===== src/rtl/debounce_pkg.sv =====
// debounce_pkg: shared state encoding and parameter ranges for the input debouncer
package debounce_pkg;
    typedef enum logic [3:0] {
        LOW       = 4'b0001,
        RISE_WAIT = 4'b0010,
        HIGH      = 4'b0100,
        FALL_WAIT = 4'b1000
    } state_t;
    localparam int SYNC_MIN   = 2;
    localparam int SYNC_MAX   = 4;
    localparam int STABLE_MIN = 2;
    localparam int STABLE_MAX = 65535;
endpackage


===== src/rtl/sync_chain.sv =====
// sync_chain: metastability flop chain bringing an asynchronous level into the clk domain
module sync_chain
    import debounce_pkg::*;
#(
    parameter int SYNC_STAGES = 2
) (
    input  logic clk,
    input  logic rst,
    input  logic d,
    output logic q
);
    if (SYNC_STAGES < SYNC_MIN || SYNC_STAGES > SYNC_MAX) begin : g_bad_stages
        $error("sync_chain: SYNC_STAGES out of range");
    end
    logic [SYNC_STAGES-1:0] ff;
    always_ff @(posedge clk or posedge rst) begin
        if (rst) ff <= '0;
        else     ff <= {ff[SYNC_STAGES-2:0], d};
    end
    assign q = ff[SYNC_STAGES-1];
endmodule


===== src/rtl/input_debouncer.sv =====
// input_debouncer: synchronises a bouncy level, accepts a change only after a stable run,
// and emits a registered clean level with single-cycle rise/fall pulses
module input_debouncer
    import debounce_pkg::*;
#(
    parameter int SYNC_STAGES   = 2,
    parameter int STABLE_CYCLES = 8,
    parameter int CNT_W         = $clog2(STABLE_CYCLES)
) (
    input  logic clk,
    input  logic rst,
    input  logic raw_in,
    input  logic en,
    output logic a_out,
    output logic rise,
    output logic fall,
    output logic busy
);
    if (SYNC_STAGES < SYNC_MIN || SYNC_STAGES > SYNC_MAX) begin : g_bad_sync
        $error("input_debouncer: SYNC_STAGES out of range");
    end
    if (STABLE_CYCLES < STABLE_MIN || STABLE_CYCLES > STABLE_MAX) begin : g_bad_stable
        $error("input_debouncer: STABLE_CYCLES out of range");
    end
    if (CNT_W < $clog2(STABLE_CYCLES)) begin : g_bad_cnt
        $error("input_debouncer: CNT_W too narrow");
    end
    logic s;
    sync_chain #(.SYNC_STAGES(SYNC_STAGES)) u_sync (
        .clk (clk),
        .rst (rst),
        .d   (raw_in),
        .q   (s)
    );
    state_t           state, state_n;
    logic [CNT_W-1:0] cnt, cnt_n;
    logic             lo_side, waiting, want, done;
    // want: the synced level differs from the accepted one and qualification is enabled
    always_comb begin
        lo_side = state == LOW || state == RISE_WAIT;
        waiting = state == RISE_WAIT || state == FALL_WAIT;
        want    = en && (s == lo_side);
        done    = waiting && want && cnt == CNT_W'(STABLE_CYCLES - 1);
        cnt_n   = waiting ? ((want && !done) ? cnt + 1'b1 : '0) : (want ? CNT_W'(1) : '0);
        state_n = LOW;
        case (state)
            LOW:       state_n = want ? RISE_WAIT : LOW;
            RISE_WAIT: state_n = !want ? LOW : (done ? HIGH : RISE_WAIT);
            HIGH:      state_n = want ? FALL_WAIT : HIGH;
            FALL_WAIT: state_n = !want ? HIGH : (done ? LOW : FALL_WAIT);
            default:   state_n = LOW;
        endcase
    end
    always_ff @(posedge clk or posedge rst) begin
        if (rst) begin
            state <= LOW;
            cnt   <= '0;
            a_out <= 1'b0;
            rise  <= 1'b0;
            fall  <= 1'b0;
        end else begin
            state <= state_n;
            cnt   <= cnt_n;
            rise  <= done && state == RISE_WAIT;
            fall  <= done && state == FALL_WAIT;
            if (done) a_out <= state == RISE_WAIT;
        end
    end
    assign busy = waiting;
endmodule


===== config.mk =====
export PLATFORM = sky130hd
export DESIGN_NAME = input_debouncer
export DESIGN_NICKNAME = d
export VERILOG_FILES = /design/src/rtl/debounce_pkg.sv /design/src/rtl/sync_chain.sv /design/src/rtl/input_debouncer.sv
export SDC_FILE = /design/constraint.sdc
export NUM_CORES = 1
export LEC_CHECK = 0
export ABC_CLOCK_PERIOD_IN_PS = 3700
export CORE_AREA = 2 2 39 41
export CTS_CLUSTER_DIAMETER = 40
export DETAILED_ROUTE_END_ITERATION = 7
export DIE_AREA = 0 0 41 43
export PLACE_DENSITY = 0.71
export SETUP_SLACK_MARGIN = 0.1
export SLEW_MARGIN = 20
export SYNTH_ARGS = -nofsm -noshare
export SYNTH_HDL_FRONTEND = slang
export SYNTH_SLANG_ARGS = --single-unit

===== constraint.sdc =====
create_clock -name clk -period 3.7 [get_ports clk]
set_input_delay 0.37 -clock clk [delete_from_list [all_inputs] [get_ports clk]]
set_output_delay 0.37 -clock clk [all_outputs]
set_load 0.01 [all_outputs]

==> metrics.txt, run 1 <==
status completed; Antenna Nets Post-Route 0; iteration count of the initial detailed-routing pass 4; met1 global-route usage 0.202; via count 456; RSZ-0062 raised after global routing no; reg-to-reg setup timing slack 2.01 ns; worst endpoint required time 3.33 ns; fin area 741 µm²; syn avg cell area 10.6 µm²; Async SR Flop Fraction 1.00; busiest metal layer after global routing met2; reg-to-reg endpoint a_out$_DFFE_PP0N_; top cell type's share of synthesized area 0.411; drt wl/cell 12.8 µm; Post-Syn Nets 69; met2 Use GR 0.244; Finished Core Util 0.535; worst setup path start state[2]$_DFF_PP0_; Total GRT Usage 0.165; most frequent cell after synthesis dfrtp_1; CTS Sinks 12; H-tree depth 1; clk_lat worst skew 0.27 ns; crit-path leading delay family buffers and inverters; Layout Nets 76; global-route wire length before repair 1880 µm; internal power 0.236 mW; non-filler instance count after layout 85; Rel. slew slack 0.697; post-DP HPWL 780 µm; Synth top cells by count dfrtp_1 (11), nor2_1 (5), nand2_1 (4); DR DRC count 0; Placer Congestion 0.803; Critical Path Stages 3; layout cells sized above 1 0.145; starting DRC count in detailed routing 11; final WL 1090 µm; hold wc startpoint u_sync.ff[0]$_DFF_PP0_; LEAKAGE 0.323 nW; Final Worst Setup Slack 1.52 ns; crit-path cells or2_1, nor2_2, clkdlybuf4s50_1; setup bufs post-CTS 0; Synth-to-Final Area Change 10.7%; clock share of power 0.310; Syn Inst Count 63; worst reg-to-reg path cell count 6; Crit Path Max Fanout 9; clock-pin slew on the worst setup and hold paths 0.08 ns; Worst Tran Pin Value 0.455 ns; hold buffer count at CTS 0; initial antenna violation count 0; vias in the first global route 455; Max Cap Viol 0; core footprint 1380 µm²; startpoint types flip-flop; cell row count 14; full die area 1760 µm²; Synthesis Warnings 0; Die W 41 µm; Power Dens Cells 450 nW/µm²; Die Y 43 µm; hold path endpoint u_sync.ff[1]$_DFF_PP0_; root buf cell clkbuf_4; switching part of the total 0.292; Final Hold Vio Count 0; CTS tree yes; Buffers on Ports 7; FILL cells 125; TNS Setup 0 ns; number of synthesized flops with an enable pin 0; antenna cells 0; Starting Density 0.484; Clock Path Buffers 2; Crit. End Element output port; Fmax 459 MHz; flops & latches, synth 12; area of the multi-input gates 305 µm²; Yosys top cell by area dfrtp_1; critical path's slowest cell clkdlybuf4s50_1; # setup viols final 0; largest stage delay on the critical path 0.55 ns; Inserted Clock Buffers 3; CP arrival 1.81 ns; GR Util met3 0.0471; Post-CTS Resized 0; P_sw 0.0973 mW; Buffers & Inverters on Critical Path 1; Seq pwr share 0.503; Overflow after GRT 0; final worst-path cycle share 0.589; Hold Path Depth 0; Synth cell types 34; I/O pin cnt 8; vias per inst 5.36; Hold Path Class reg2reg; count of pins over their slew limit 0; pre-CTS WS 1.82 ns; Synth area leaders dfrtp_1 (41%), clkbuf_8 (4.1%), dfstp_2 (3.9%), xor2_1 (3.9%), ha_1 (3.7%); clock skew 0.00330 ns; Top FF cell, synth dfrtp_1; min Tclk post-route 2.18 ns; Sequential cell area 302 µm²; Worst VDD drop 291 µV; synthesized area 669 µm²; WS Path Type reg2out; placed cells 81; largest net degree at the start of global routing 13; Worst R2R Start cnt[0]$_DFF_PP0_; sequential-to-total area share from yosys stat 0.450; Gate power share 0.187; area post-placement 704 µm²
[worst max path at each step]
stage	to	slack, ns
final	busy	1.52
after global routing	busy	1.47
after global placement	busy	1.81
after floorplan	a_out$_DFFE_PP0N_	2.22
after CTS	busy	1.52
after detailed placement	busy	1.82
[per-stage QoR]
stage	hold WS [ns]	power [mW]
6_report	0.359	0.333
5_1_grt	0.367	0.352
4_1_cts	0.362	0.336
3_5_place_dp	0.344	0.233
3_3_place_gp	0.335	0.231
2_1_floorplan	0.234	0.231
[cell families after synthesis]
family | share of synthesized area
AND/OR/NAND/NOR | 0.269
flip-flops | 0.450
AO/OA/AOI/OAI | 0.0972
buffers and inverters | 0.0935
XOR/XNOR | 0.0523
adder cells (fa/ha/maj) | 0.0374
[power by group through the flow]
stage	clock, mW	combinational [mW]	sequential [mW]
after global routing	0.110	0.0708	0.171
after CTS	0.105	0.0628	0.168
after detailed placement	0	0.0623	0.170
after global placement	0	0.0615	0.170
after floorplan	0	0.0780	0.153
final	0.103	0.0624	0.168
[routing by layer]
layer	wire, µm	vias up
met1	482	220
li1	-	226
met5	0	-
met2	560	8
met3	25	2
met4	20	0
[cell type report]
| type | count | area share |
|---|---|---|
| clock buffer | 4 | 0.0490 |
| multi-input combinational | 44 | 0.412 |
| timing repair buffer | 7 | 0.0946 |
| sequential | 12 | 0.407 |
| inverter | 2 | 0.0101 |
| tap | 16 | 0.0270 |
[sequential cells by signal, indices dropped and copies added, names as in the netlist]
register	cells
a_out	1
state	4
u_sync.ff	2
fall	1
cnt	3
rise	1
[layout by cell type (no fill, tap or decap), drive strengths merged, types with 2 or more instances in the layout]
cell and count:
clkdlybuf4s50 7, dfrtp 11, nor2 6, a21oi 2, ha 2, xor2 3, nor4 3, nand2 4
o21ai 3, clkbuf 4, nor3 2, and2 2, nor2b 3, inv 2
No activity file was read; power rests on OpenSTA's default activity.
==> run 2, diff against run 1 <==
--- a/config.mk
+++ b/config.mk
@@ -5,7 +5,7 @@
 export SDC_FILE = /design/constraint.sdc
 export NUM_CORES = 1
 export LEC_CHECK = 0
-export ABC_CLOCK_PERIOD_IN_PS = 3700
+export ABC_CLOCK_PERIOD_IN_PS = 2300
 export CORE_AREA = 2 2 39 41
 export CTS_CLUSTER_DIAMETER = 40
 export DETAILED_ROUTE_END_ITERATION = 7
==> constraint.sdc (replaced) <==
create_clock -name clk -period 2.3 [get_ports clk]
set_input_delay 0.23 -clock clk [delete_from_list [all_inputs] [get_ports clk]]
set_output_delay 0.23 -clock clk [all_outputs]
set_load 0.01 [all_outputs]
==> run 2 against run 1 <==
Against the previous run: register-to-register slack got worse by 1.4 ns; critical path type unchanged; hold slack worse by 0.11 ns; sequential power up 61%.
==> metrics.txt, run 2 (synthesis results as in run 1) <==
status completed; initial antenna violation count 0 (unchanged); clock-pin slew on the worst setup and hold paths 0.07 ns (about the same); antenna cells 0 (unchanged); Final Hold Vio Count 0 (unchanged); RSZ-0062 raised after global routing no; cell row count 14 (unchanged); critical path's slowest cell clkdlybuf4s50_1; max reg flops 4 (unchanged); Gate power share 0.188 (about the same); Synth-to-Final Area Change 10.7% (unchanged); crit-path leading delay family buffers and inverters; LEAKAGE 0.323 nW (unchanged); Worst VDD drop 500 µV (+72%); Inserted Clock Buffers 3 (unchanged); largest stage delay on the critical path 0.55 ns (about the same); Seq pwr share 0.504 (about the same); via count 459 (+0.66%); largest net degree at the start of global routing 13 (unchanged); Overflow after GRT 0 (unchanged); TNS Setup 0 ns (unchanged); hold buffer count at CTS 0 (unchanged); vias per inst 5.40 (+0.66%); DR DRC count 0 (unchanged); Placer Congestion 0.805 (+0.24%); Max Cap Viol 0 (unchanged); post-DP HPWL 763 µm (-2.2%); clock skew 0.00381 ns (+0.000517 ns); P_sw 0.157 mW (+61%); Worst Tran Pin Value 0.443 ns (-0.0114 ns); Crit. End Element output port; final worst-path cycle share 0.886; WS Path Type reg2out; Clock Path Buffers 2 (unchanged); reg-to-reg setup timing slack 0.62 ns (-1.39 ns); crit-path cells or2_1, nor2_2, clkdlybuf4s50_1; Finished Core Util 0.535 (unchanged); H-tree depth 1 (unchanged); switching part of the total 0.292 (about the same); Die Y 43 µm (unchanged); Antenna Nets Post-Route 0 (unchanged); Post-CTS Resized 0 (unchanged); count of pins over their slew limit 0 (unchanged); worst endpoint required time 2.07 ns (-1.26 ns); root buf cell clkbuf_4; vias in the first global route 438 (-3.7%); Buffers on Ports 7 (unchanged); clk_lat worst skew 0.27 ns (about the same); most frequent cells in the layout dfrtp_1 (11), clkdlybuf4s50_1 (7), nor2_1 (5), nand2_1 (4); full die area 1760 µm² (unchanged); starting DRC count in detailed routing 7 (-4); worst reg-to-reg path cell count 6 (unchanged); min Tclk post-route 2.04 ns; Pwr Total 0.537 mW (+61%); Buffers & Inverters on Critical Path 1 (unchanged); Crit Path Max Fanout 9 (unchanged); I/O pin cnt 8 (unchanged); final WL 1080 µm (-0.55%); startpoint types flip-flop; Fmax 491 MHz; leading cell type in the layout, fill and taps excluded dfrtp_1; Regs by FF count state: 4 flops, cnt: 3 flops, u_sync.ff: 2 flops; Worst R2R Start cnt[0]$_DFF_PP0_; Reg with most FFs state; core footprint 1380 µm² (unchanged); # setup viols final 0 (unchanged); internal power 0.380 mW (+61%); Layout Nets 76 (unchanged); iteration count of the initial detailed-routing pass 4 (unchanged); clock share of power 0.308 (-0.002); layout cells sized above 1 0.145 (unchanged); Total GRT Usage 0.153 (-0.0123); Hold Path Class in2async; drt wl/cell 12.7 µm (-0.55%); Die W 41 µm (unchanged); CTS Sinks 12 (unchanged); CP arrival 1.81 ns (about the same); Power Dens Cells 724 nW/µm² (+61%); global-route wire length before repair 1760 µm (-6.2%); Rel. slew slack 0.704 (+0.00763); setup bufs post-CTS 0 (unchanged); reg-to-reg endpoint a_out$_DFFE_PP0N_; fin area 741 µm² (unchanged); CTS tree yes; area post-placement 704 µm² (unchanged); Starting Density 0.484 (unchanged)
## run 2: cell counts in the layout (fill, tap and decap cells not counted)
No cell type changed its count.
## run 2: metrics by stage
step | setup WS [ns] | instances | hold slack [ns]
5_1_grt | 0.197 | 85 | 0.322
4_1_cts | 0.249 | 85 | 0.258
2_1_floorplan | 0.815 | 63 | 0.0940
6_report | 0.262 | 85 | 0.250
3_5_place_dp | 0.576 | 81 | 0.344
3_3_place_gp | 0.547 | 81 | 0.335
## run 2: worst max path at each step
stage	slack [ns]	endpoint	start	cells after the start
2_1_floorplan	0.82	a_out$_DFFE_PP0N_	cnt[0]$_DFF_PP0_	6
3_3_place_gp	0.55	busy	state[2]$_DFF_PP0_	3
3_5_place_dp	0.58	busy	state[2]$_DFF_PP0_	3
4_1_cts	0.25	busy	state[2]$_DFF_PP0_	3
5_1_grt	0.20	busy	state[2]$_DFF_PP0_	3
6_report	0.26	busy	state[2]$_DFF_PP0_	3
## run 2: layout make-up
type	count	area [µm²]
fillers	126	643
multi-input cells	44	305
flip-flops and latches	12	302
repair buffers	7	70.1
clock buffers	4	36.3
well taps	16	20.0
inverters	2	7.51
## run 2: per-layer routing
metal	global-route usage	wire length (µm)	vias to the layer above	part of all wire
met2	0.225	514	7	0.48
li1	-	-	230	-
met1	0.192	508	217	0.47
met3	0.0157	23	5	0.021
met4	0.120	35	0	0.032
met5	0	0	-	0
## run 2: worst reg2reg max path, stage by stage, from the launching register on
cell     delay, ns
dfrtp_1       0.35
ha_1          0.15
ha_1          0.33
nand4_1       0.21
nor4_4        0.21
and3b_1       0.21
a31oi_1       0.15
## run 2: power by group through the flow
stage | Combinational, mW | Clock, mW | Sequential [mW]
6_report | 0.101 | 0.165 | 0.270
5_1_grt | 0.114 | 0.179 | 0.273
4_1_cts | 0.101 | 0.172 | 0.269
3_5_place_dp | 0.0989 | 0 | 0.273
3_3_place_gp | 0.0987 | 0 | 0.273
2_1_floorplan | 0.125 | 0 | 0.246
